$ cat src/rtl/mac_seq_ctrl.sv
// ---------------------------------------------------------------------------
// mac_seq_ctrl
//
// Sequencer for a multiply-accumulate datapath. A frame is one accumulator
// clear, a run of MAC issue cycles (operand loads), a drain period that lets
// the multiplier pipeline empty into the accumulator, and a single result
// register load. The controller then reports done and waits for an
// acknowledge. In continuous mode it immediately starts another frame of
// the same length after the acknowledge.
//
// Parameters
//   CNT_W    width of the frame length and of the issue counter
//   PIPE_LAT multiplier latency in cycles (0..7); sets the acc_en delay and
//            the drain length
//
// Ports
//   clk      rising-edge clock
//   rst      synchronous active-high reset (highest priority)
//   go       start request, only looked at while idle
//   stop     early-terminate request, only looked at while running
//   abort    drop the current frame and return to idle, any state
//   len      MAC cycles per frame, captured when a start is accepted
//   cont     continuous mode, captured when a start is accepted
//   ack      acknowledge of done, only looked at in done
//   ld_a     operand A register load enable
//   ld_b     operand B register load enable
//   acc_clr  accumulator clear
//   acc_en   accumulate enable, ld_a delayed to line up with the multiplier
//   ld_out   result register load
//   idle     controller waiting for a start
//   busy     frame in progress
//   done     frame finished, waiting for ack
//   cnt      MAC cycles issued in the current / most recent frame
// ---------------------------------------------------------------------------
module mac_seq_ctrl #(
  parameter int CNT_W    = 8,
  parameter int PIPE_LAT = 2
) (
  input  logic             clk,
  input  logic             rst,
  input  logic             go,
  input  logic             stop,
  input  logic             abort,
  input  logic [CNT_W-1:0] len,
  input  logic             cont,
  input  logic             ack,
  output logic             ld_a,
  output logic             ld_b,
  output logic             acc_clr,
  output logic             acc_en,
  output logic             ld_out,
  output logic             idle,
  output logic             busy,
  output logic             done,
  output logic [CNT_W-1:0] cnt
);

  typedef enum logic [2:0] {
    S_IDLE  = 3'd0,
    S_CLR   = 3'd1,
    S_RUN   = 3'd2,
    S_DRAIN = 3'd3,
    S_STORE = 3'd4,
    S_DONE  = 3'd5
  } state_t;

  // Index of the final drain cycle. Unused when there is no pipeline
  // latency, since the drain state is then never entered.
  localparam logic [2:0] DRAIN_LAST = (PIPE_LAT == 0) ? 3'd0 : 3'(PIPE_LAT - 1);

  state_t           state;
  state_t           state_nxt;
  logic [CNT_W-1:0] len_q;
  logic             cont_q;
  logic [2:0]       drain_cnt;
  logic             run_last;

  // cnt still holds the count before the current RUN cycle, so the frame
  // ends on the cycle where one more issue reaches the latched length.
  assign run_last = stop || ((cnt + CNT_W'(1)) == len_q);

  // Next-state decode. Abort overrides everything else (including a start
  // request seen in the same cycle); unused encodings fall back to idle.
  always_comb begin
    state_nxt = state;
    case (state)
      S_IDLE: begin
        if (go && (len != '0)) begin
          state_nxt = S_CLR;
        end
      end
      S_CLR: begin
        state_nxt = S_RUN;
      end
      S_RUN: begin
        if (run_last) begin
          state_nxt = (PIPE_LAT == 0) ? S_STORE : S_DRAIN;
        end
      end
      S_DRAIN: begin
        if (drain_cnt == DRAIN_LAST) begin
          state_nxt = S_STORE;
        end
      end
      S_STORE: begin
        state_nxt = S_DONE;
      end
      S_DONE: begin
        if (ack) begin
          state_nxt = cont_q ? S_CLR : S_IDLE;
        end
      end
      default: begin
        state_nxt = S_IDLE;
      end
    endcase
    if (abort) begin
      state_nxt = S_IDLE;
    end
  end

  // State register plus all registered outputs. The strobes and status
  // flags are decoded from the next state so they are glitch-free flops
  // that are valid for the whole cycle spent in the matching state.
  always_ff @(posedge clk) begin
    if (rst) begin
      state     <= S_IDLE;
      cnt       <= '0;
      len_q     <= '0;
      cont_q    <= 1'b0;
      drain_cnt <= '0;
      ld_a      <= 1'b0;
      ld_b      <= 1'b0;
      acc_clr   <= 1'b0;
      ld_out    <= 1'b0;
      idle      <= 1'b1;
      busy      <= 1'b0;
      done      <= 1'b0;
    end else begin
      state   <= state_nxt;
      ld_a    <= (state_nxt == S_RUN);
      ld_b    <= (state_nxt == S_RUN);
      acc_clr <= (state_nxt == S_CLR);
      ld_out  <= (state_nxt == S_STORE);
      idle    <= (state_nxt == S_IDLE);
      busy    <= (state_nxt == S_CLR) || (state_nxt == S_RUN) ||
                 (state_nxt == S_DRAIN) || (state_nxt == S_STORE);
      done    <= (state_nxt == S_DONE);

      // Frame parameters are only captured on a fresh start; continuous
      // restarts from DONE reuse the previous values.
      if ((state == S_IDLE) && (state_nxt == S_CLR)) begin
        len_q  <= len;
        cont_q <= cont;
      end

      // The counter clears on entry to CLR and otherwise only moves in RUN,
      // so it keeps the final issue count until the next frame begins.
      if (state_nxt == S_CLR) begin
        cnt <= '0;
      end else if (state == S_RUN) begin
        cnt <= cnt + CNT_W'(1);
      end

      if (state != S_DRAIN) begin
        drain_cnt <= '0;
      end else begin
        drain_cnt <= drain_cnt + 3'd1;
      end
    end
  end

  // Accumulate enable: ld_a delayed by the multiplier latency so the
  // accumulator only adds products of issued operands. Abort and reset
  // empty the delay line so no stale product lands in the accumulator.
  generate
    if (PIPE_LAT == 0) begin : g_no_pipe
      assign acc_en = ld_a;
    end else begin : g_pipe
      logic [PIPE_LAT-1:0] acc_sr;

      always_ff @(posedge clk) begin
        if (rst || abort) begin
          acc_sr <= '0;
        end else begin
          acc_sr[0] <= ld_a;
          for (int i = 1; i < PIPE_LAT; i++) begin
            acc_sr[i] <= acc_sr[i-1];
          end
        end
      end

      assign acc_en = acc_sr[PIPE_LAT-1];
    end
  endgenerate

endmodule
$ cat config.mk
export PLATFORM = sky130hd
export DESIGN_NAME = mac_seq_ctrl
export DESIGN_NICKNAME = d
export VERILOG_FILES = /design/src/rtl/mac_seq_ctrl.sv
export SDC_FILE = /design/constraint.sdc
export NUM_CORES = 1
export LEC_CHECK = 0
export CAP_MARGIN = 15
export CORE_MARGIN = 2
export CORE_UTILIZATION = 45
export DETAILED_ROUTE_END_ITERATION = 10
export PLACE_DENSITY = 0.72
export SYNTH_ARGS = -nofsm -noshare
export SYNTH_HDL_FRONTEND = slang
export SYNTH_SLANG_ARGS = --single-unit
$ cat constraint.sdc
create_clock -name clk -period 2 [get_ports clk]
set_input_delay 0.2 -clock clk [delete_from_list [all_inputs] [get_ports clk]]
set_output_delay 0.2 -clock clk [all_outputs]
set_load 0.05 [all_outputs]
==> reports/results.md <==
| Metric | Reported | Unit |
|:---|:---|:---|
| Type of destination of the critical path | flop | - |
| Count of routing violations after the opening detailed-route iteration | 45 | - |
| Routed wire length | 3310 | µm |
| Leak pwr | 0.7771 | nW |
| Net count of the mapped netlist | 180 | - |
| Initial Util | 48.27 | % |
| Number of primary I/O pins | 31 | - |
| Initial antenna violation count | 0 | - |
| Routed WL per cell | 13.40 | µm |
| Inserted Clock Buffers | 5 | - |
| Largest net degree at the start of global routing | 13 | - |
| Worst Hold Slack | 0.4599 | ns |
| Avg Cell Area, Syn | 9.245 | µm² |
| Most common cell after layout, fill and taps aside | clkdlybuf4s50_1 | - |
| Filler cell count | 278 | - |
| Relative slew margins | 66.44 | % |
| Library cell with the largest summed area after synthesis | dfxtp_1 | - |
| First-pass GRT wire length | 5526 | µm |
| Power Dens Cells | 556.3 | nW/µm² |
| Dominant register cell in the synthesized netlist | dfxtp_1 | - |
| Outcome | complete, no violations | - |
| Root Buffer | clkbuf_4 | - |
| Seq/Total Area, Yosys | 41.44 | % |
| Max Slew Vio Count | 0 | - |
| Portion of the clock cycle consumed by the worst path in the final layout | 98.91 | % |
| TritonCTS Sinks | 31 | - |
| WP data required | 2.20 | ns |
| Overall global routing resource usage | 20.20 | % |
| Ant. Diodes | 0 | - |
| Count of input and output buffers | 30 | - |
| VDD IR-drop max | 0.4435 | mV |
| Area growth from synthesis to layout | 35.84 | % |
| Die boundary width | 61.69 | µm |
| Final routed DRC violation total | 0 | - |
| Floorplan Core Area | 3103 | µm² |
| Skew final | 0.009012 | ns |
| Number of nets in the layout | 221 | - |
| Gr ovfl total | 0 | - |
| Number of hold violations in the final report | 0 | - |
| Async set or reset register ratio after synthesis | 0 | % |
| Maximum operating frequency | 505.5 | MHz |
| Number of distinct standard cells referenced by the synthesized netlist | 42 | - |
| Layout cells sized above 1 | 18.23 | % |
| Commonest non-fill, non-tap cells in the layout | clkdlybuf4s50_1 (30), dfxtp_1 (24), nor2_1 (21) | - |
| H-tree depth | 2 | - |
| Total via count after detailed routing | 1295 | - |
| Via count of the first global-routing pass | 1264 | - |
| Post-DR vias/cell | 5.243 | - |
| Top cell type's share of synthesized area | 41.44 | % |
| Row count | 20 | - |
| Clock input transition at the sequential cells of the worst setup and hold paths | 0.09 | ns |
| Cells taking the most area after synthesis | dfxtp_1 (41%), mux2i_1 (6.7%), nor2_1 (5.3%) | - |
| Maximum fanout along the worst path | 8 | - |
| Kind of launch point of the worst setup path | flop | - |
| Number of flops mapped to enable cells by yosys | 0 | - |
| Arrival time of data at the critical path endpoint | 2.18 | ns |
| Fin Setup TNS | 0 | ns |
| Antenna-violating nets left | 0 | - |
| Worst slew pin tran | 0.5018 | ns |
| Number of instances in the synthesized netlist | 162 | - |
| Final count of negative-setup-slack endpoints | 0 | - |
| Mapped Area | 1498 | µm² |
| Vertical die dimension | 61.69 | µm |
| Setup repair after global routing missed its margin | yes | - |
| Min cycle time layout | 1.978 | ns |
| Clock latency on the worst-skew pair | 0.33 | ns |
| Path class of the lowest-slack min-delay path | reg -> reg | - |
| Category of the most critical setup path | reg -> reg | - |
| Maximum count of clock buffers along a single path | 2 | - |
| Number of flip-flops and latches in the synthesized netlist | 31 | - |
| Maximum capacitance violations | 0 | - |
| Syn. warnings | 0 | - |
| Initial DRT Pass Iterations | 4 | - |
| Detailed-placement wirelength estimate | 2554 | µm |
| TritonCTS clock tree | yes | - |
| Routability Congestion | 0.8068 | - |
| Die outline area | 3806 | µm² |
layout make-up:
class                      count  area [µm²]  share of cell area (%)
clock buffer                   7       45.04                   2.214
timing repair buffer          43       397.9                   19.56
tap                           44       55.05                   2.706
sequential                    31       641.9                   31.55
inverter                       3       11.26                  0.5535
multi-input combinational    119       883.3                   43.42
worst max-delay path, stage by stage (launching register included):
cell and delay (ns):
dfxtp_4 0.38, ha_4 0.14, and4_4 0.23, nand3_4 0.08, a2111oi_4 0.35, nand4_1 0.22
a21boi_4 0.32, a211oi_1 0.13
registers in the layout, indices dropped and copies added, names as in the netlist:
name / count
len_q: 8
state: 3
cont_q: 1
drain_cnt: 3
acc_clr: 1
idle: 1
done: 1
g_pipe.acc_sr: 2
ld_out: 1
cnt: 8
ld_b: 1
busy: 1
kinds of logic after synthesis:
kind of cell | count (synthesis) | synth area share (%)
flops | 31 | 41.44
xor+xnor | 16 | 9.357
fa+ha+maj | 3 | 2.507
mux | 10 | 6.684
buf+inv | 12 | 3.592
simple gates | 65 | 22.56
compound gates | 25 | 13.87
what timing repair did:
action	4_1_cts	5_1_grt
hold buffers	0	0
endpoints found under the setup margin	7	9
gates resized for setup	1	6
buffers inserted	0	2
cloned	0	0
pin swaps	0	2
where the power goes:
part,internal (mW),switching (mW)
sequential,0.626,0.0116
combinational,0.0825,0.0822
clock,0.132,0.197
synthesized netlist by cell type (3+ instances only):
library cell,instances
dfxtp_1,31
nor2_1,21
mux2i_1,10
xnor2_1,9
nand2_1,8
nand3_1,8
xor2_1,7
a211oi_1,6
buf_2,4
clkbuf_1,4
nor2b_1,4
a21o_1,3
a22oi_1,3
ha_1,3
inv_1,3
nand2b_1,3
nor3_1,3
nor3b_1,3
worst paths after layout:
kind | slack [ns] | to | start | cells past startpoint
worst max-delay path | 0.02 | cnt[0]$_SDFFE_PP0P_ | cnt[1]$_SDFFE_PP0P_ | 7
worst min-delay path | 0.46 | drain_cnt[0]$_SDFF_PP0_ | drain_cnt[0]$_SDFF_PP0_ | 1
worst max register to register | 0.02 | cnt[0]$_SDFFE_PP0P_ | cnt[1]$_SDFFE_PP0P_ | 7
worst min register to register | 0.46 | drain_cnt[0]$_SDFF_PP0_ | drain_cnt[0]$_SDFF_PP0_ | 1
layer usage:
metal	share of wire, %	vias up	routed length, µm	GRT usage, %
met3	4.5	8	148	4.969
met4	2.1	0	68	10.33
met2	48	30	1588	32.48
met1	45	603	1505	25.13
li1	-	654	-	-
met5	0	-	0	0
metrics by stage:
| step | power [mW] | setup slack (ns) | utilization (%) | cells | area [µm²] |
|---|---|---|---|---|---|
| 3_5_place_dp | 0.8048 | -0.2665 | 62.10 | 238 | 1927 |
| 3_3_place_gp | 0.8003 | -0.2024 | 62.10 | 238 | 1927 |
| 5_1_grt | 1.181 | -0.08978 | 65.56 | 247 | 2034 |
| 6_report | 1.132 | 0.02188 | 65.56 | 247 | 2034 |
| 4_1_cts | 1.128 | 0.01704 | 63.79 | 245 | 1979 |
| 2_1_floorplan | 0.7379 | 0.01335 | - | 162 | 1531 |
No activity file was read; power rests on OpenSTA's default activity.
==> RTL change, RTL diff (same settings) <==
The 6 states of `state_t` get a one-hot encoding in 6 bits.
--- a/src/rtl/mac_seq_ctrl.sv
+++ b/src/rtl/mac_seq_ctrl.sv
@@ -55,13 +55,13 @@
   output logic [CNT_W-1:0] cnt
 );
 
-  typedef enum logic [2:0] {
-    S_IDLE  = 3'd0,
-    S_CLR   = 3'd1,
-    S_RUN   = 3'd2,
-    S_DRAIN = 3'd3,
-    S_STORE = 3'd4,
-    S_DONE  = 3'd5
+  typedef enum logic [5:0] {
+    S_IDLE  = 6'b000001,
+    S_CLR   = 6'b000010,
+    S_RUN   = 6'b000100,
+    S_DRAIN = 6'b001000,
+    S_STORE = 6'b010000,
+    S_DONE  = 6'b100000
   } state_t;
 
   // Index of the final drain cycle. Unused when there is no pipeline
Function: same outputs for any inputs over 10 cycles, from zero or initial values and one cycle with rst high; not proved beyond that.
==> RTL change against the unedited design <==
Worst setup slack improved by 85 ps. Sequential cell count increased by 3. Final area about the same. Area after synthesis increased by 7.9%. Critical path depth decreased by 6. Power increased by 8.0%. Count of clock-buffer cells in the layout decreased by 2. Via count increased by 6.6%. Clock skew increased by 2.3 ps. Wire length increased by 5.6%. Hold slack got worse by 8.9 ps. Critical endpoint is now cnt[4].
==> RTL change: results (changes against the unedited design) <==
* Outcome: finished, final reports clean
* Slowest CP cell: clkdlybuf4s50_1
* FMAX at 528 MHz (+4.5%)
* Synthesized Nets at 193 (+7.2%)
* Fin Hold WS at 451 ps (-8.88 ps)
* Vias in the first global route at 1373 (+8.6%)
* Beginning of the worst hold path: g_pipe.acc_sr[0]
* Syn_area_per_cell at 9.24 um^2 (about the same)
* Via-to-Cell Ratio at 5.37 (+2.4%)
* Fin util at 60.0% (-5.6 points)
* Final cell count without fillers at 257 (+4.0%)
* GP Congestion at 0.843 (+4.4%)
* NumNets Final at 228 (+3.2%)
* Met2 GRT Util at 32.3% (-0.19 points)
* Critical R2R Launch: cnt[0]
* Share of layout cells above drive strength 1 at 12.8% (-5.4 points)
* Maximum number of pins on one net before global-route repair at 16 (+3)
* Commonest cells in the synthesized netlist: dfxtp_1 (34), nor2_1 (24), mux2i_1 (11)
* Clock Latency Late Sink at 350 ps (+20 ps)
* Worst Setup SP: cnt[4]
* Crit path max-delay family: buffers and inverters
* First-pass GRT wire length at 6200 um (+12%)
* Max Clock Skew at 11.3 ps (+2.26 ps)
* Distinct cells, synth at 39 (-7.1%)
* Clock power share at 31.5% (+2.4 points)
* Top cells by area, synth: dfxtp_1 (42%), mux2i_1 (6.8%), nor2_1 (5.6%), xor2_1 (5.4%), xnor2_1 (4.3%)
* Wire length on met2 at 1640 um (+3.0%)
* Slowest stage delay, CP at 860 ps (+480 ps)
* Int Pwr at 0.893 mW (+6.2%)
* Worst slew pin tran at 514 ps (+12.2 ps)
* Maximum vdd drop at 0.000437 V (-1.4%)
* Top Registers: cnt: 8 flops, len_q: 8 flops, state: 6 flops
* Area after DPL at 1960 um^2 (+1.8%)
* R2R depth at 6 (-1)
* Fill cells at 299 (+7.6%)
* Setup WS pre-CTS at 8.94 ps (+275 ps)
* Total leakage power at 0.750 nW (-3.5%)
* P_seq at 0.702 mW (+10%)
* Detailed placement HPWL at 2700 um (+5.7%)
* Gr usage total at 19.5% (-0.73 points)
* Crit path to: cnt[4]
* Reg-to-Reg End: state[3]
* Metal-1 WL at 1610 um (+6.8%)
* Total Power at 1.22 mW (+8.0%)
* Pre-antenna DRT Iters at 4 (unchanged)
* Worst-path clk slew at 110 ps (+20 ps)
* Met3 routed WL at 153 um (+3.4%)
* Global Route met3 Usage at 4.58% (-0.39 points)
* Placed Cells at 249 (+4.6%)
* Routed WL per cell at 13.6 um (+1.5%)
* Worst R2R Setup Slack at 160 ps (+140 ps)
* Hold Path Sink: g_pipe.acc_sr[1]
* Initial DRC count at 59 (+31%)
RTL change: cell count changes after synthesis, sizes merged, moves of 4 or more:
cell	unedited run	this run
nor3	3	10
nor2b	4	0
a21oi	1	6
a211oi	6	1
RTL change: repair_timing:
| action | 4_1_cts | 5_1_grt |
|---|---|---|
| resized for setup | 0 | 4 |
| endpoints found under the setup margin | 0 | 2 |
| setup buffers | 0 | 0 |
RTL change: cell families (layout without fill, tap and decap cells):
logic type | count (synthesis) | after routing | share of synthesized area, %
xor+xnor | 18 | 18 | 9.75
mux | 11 | 11 | 6.81
simple gates | 70 | 70 | 23.0
fa+ha+maj | 3 | 3 | 2.32
buf+inv | 12 | 48 | 4.41
flops | 34 | 34 | 42.1
compound gates | 27 | 27 | 11.6
RTL change: cell type report:
type,count,area share [%]
clock buffer,5,1.85
tap,46,2.83
multi-input combinational,129,42.9
sequential,34,33.7
clock inverter,3,1.05
timing repair buffer,35,16.7
inverter,5,0.923
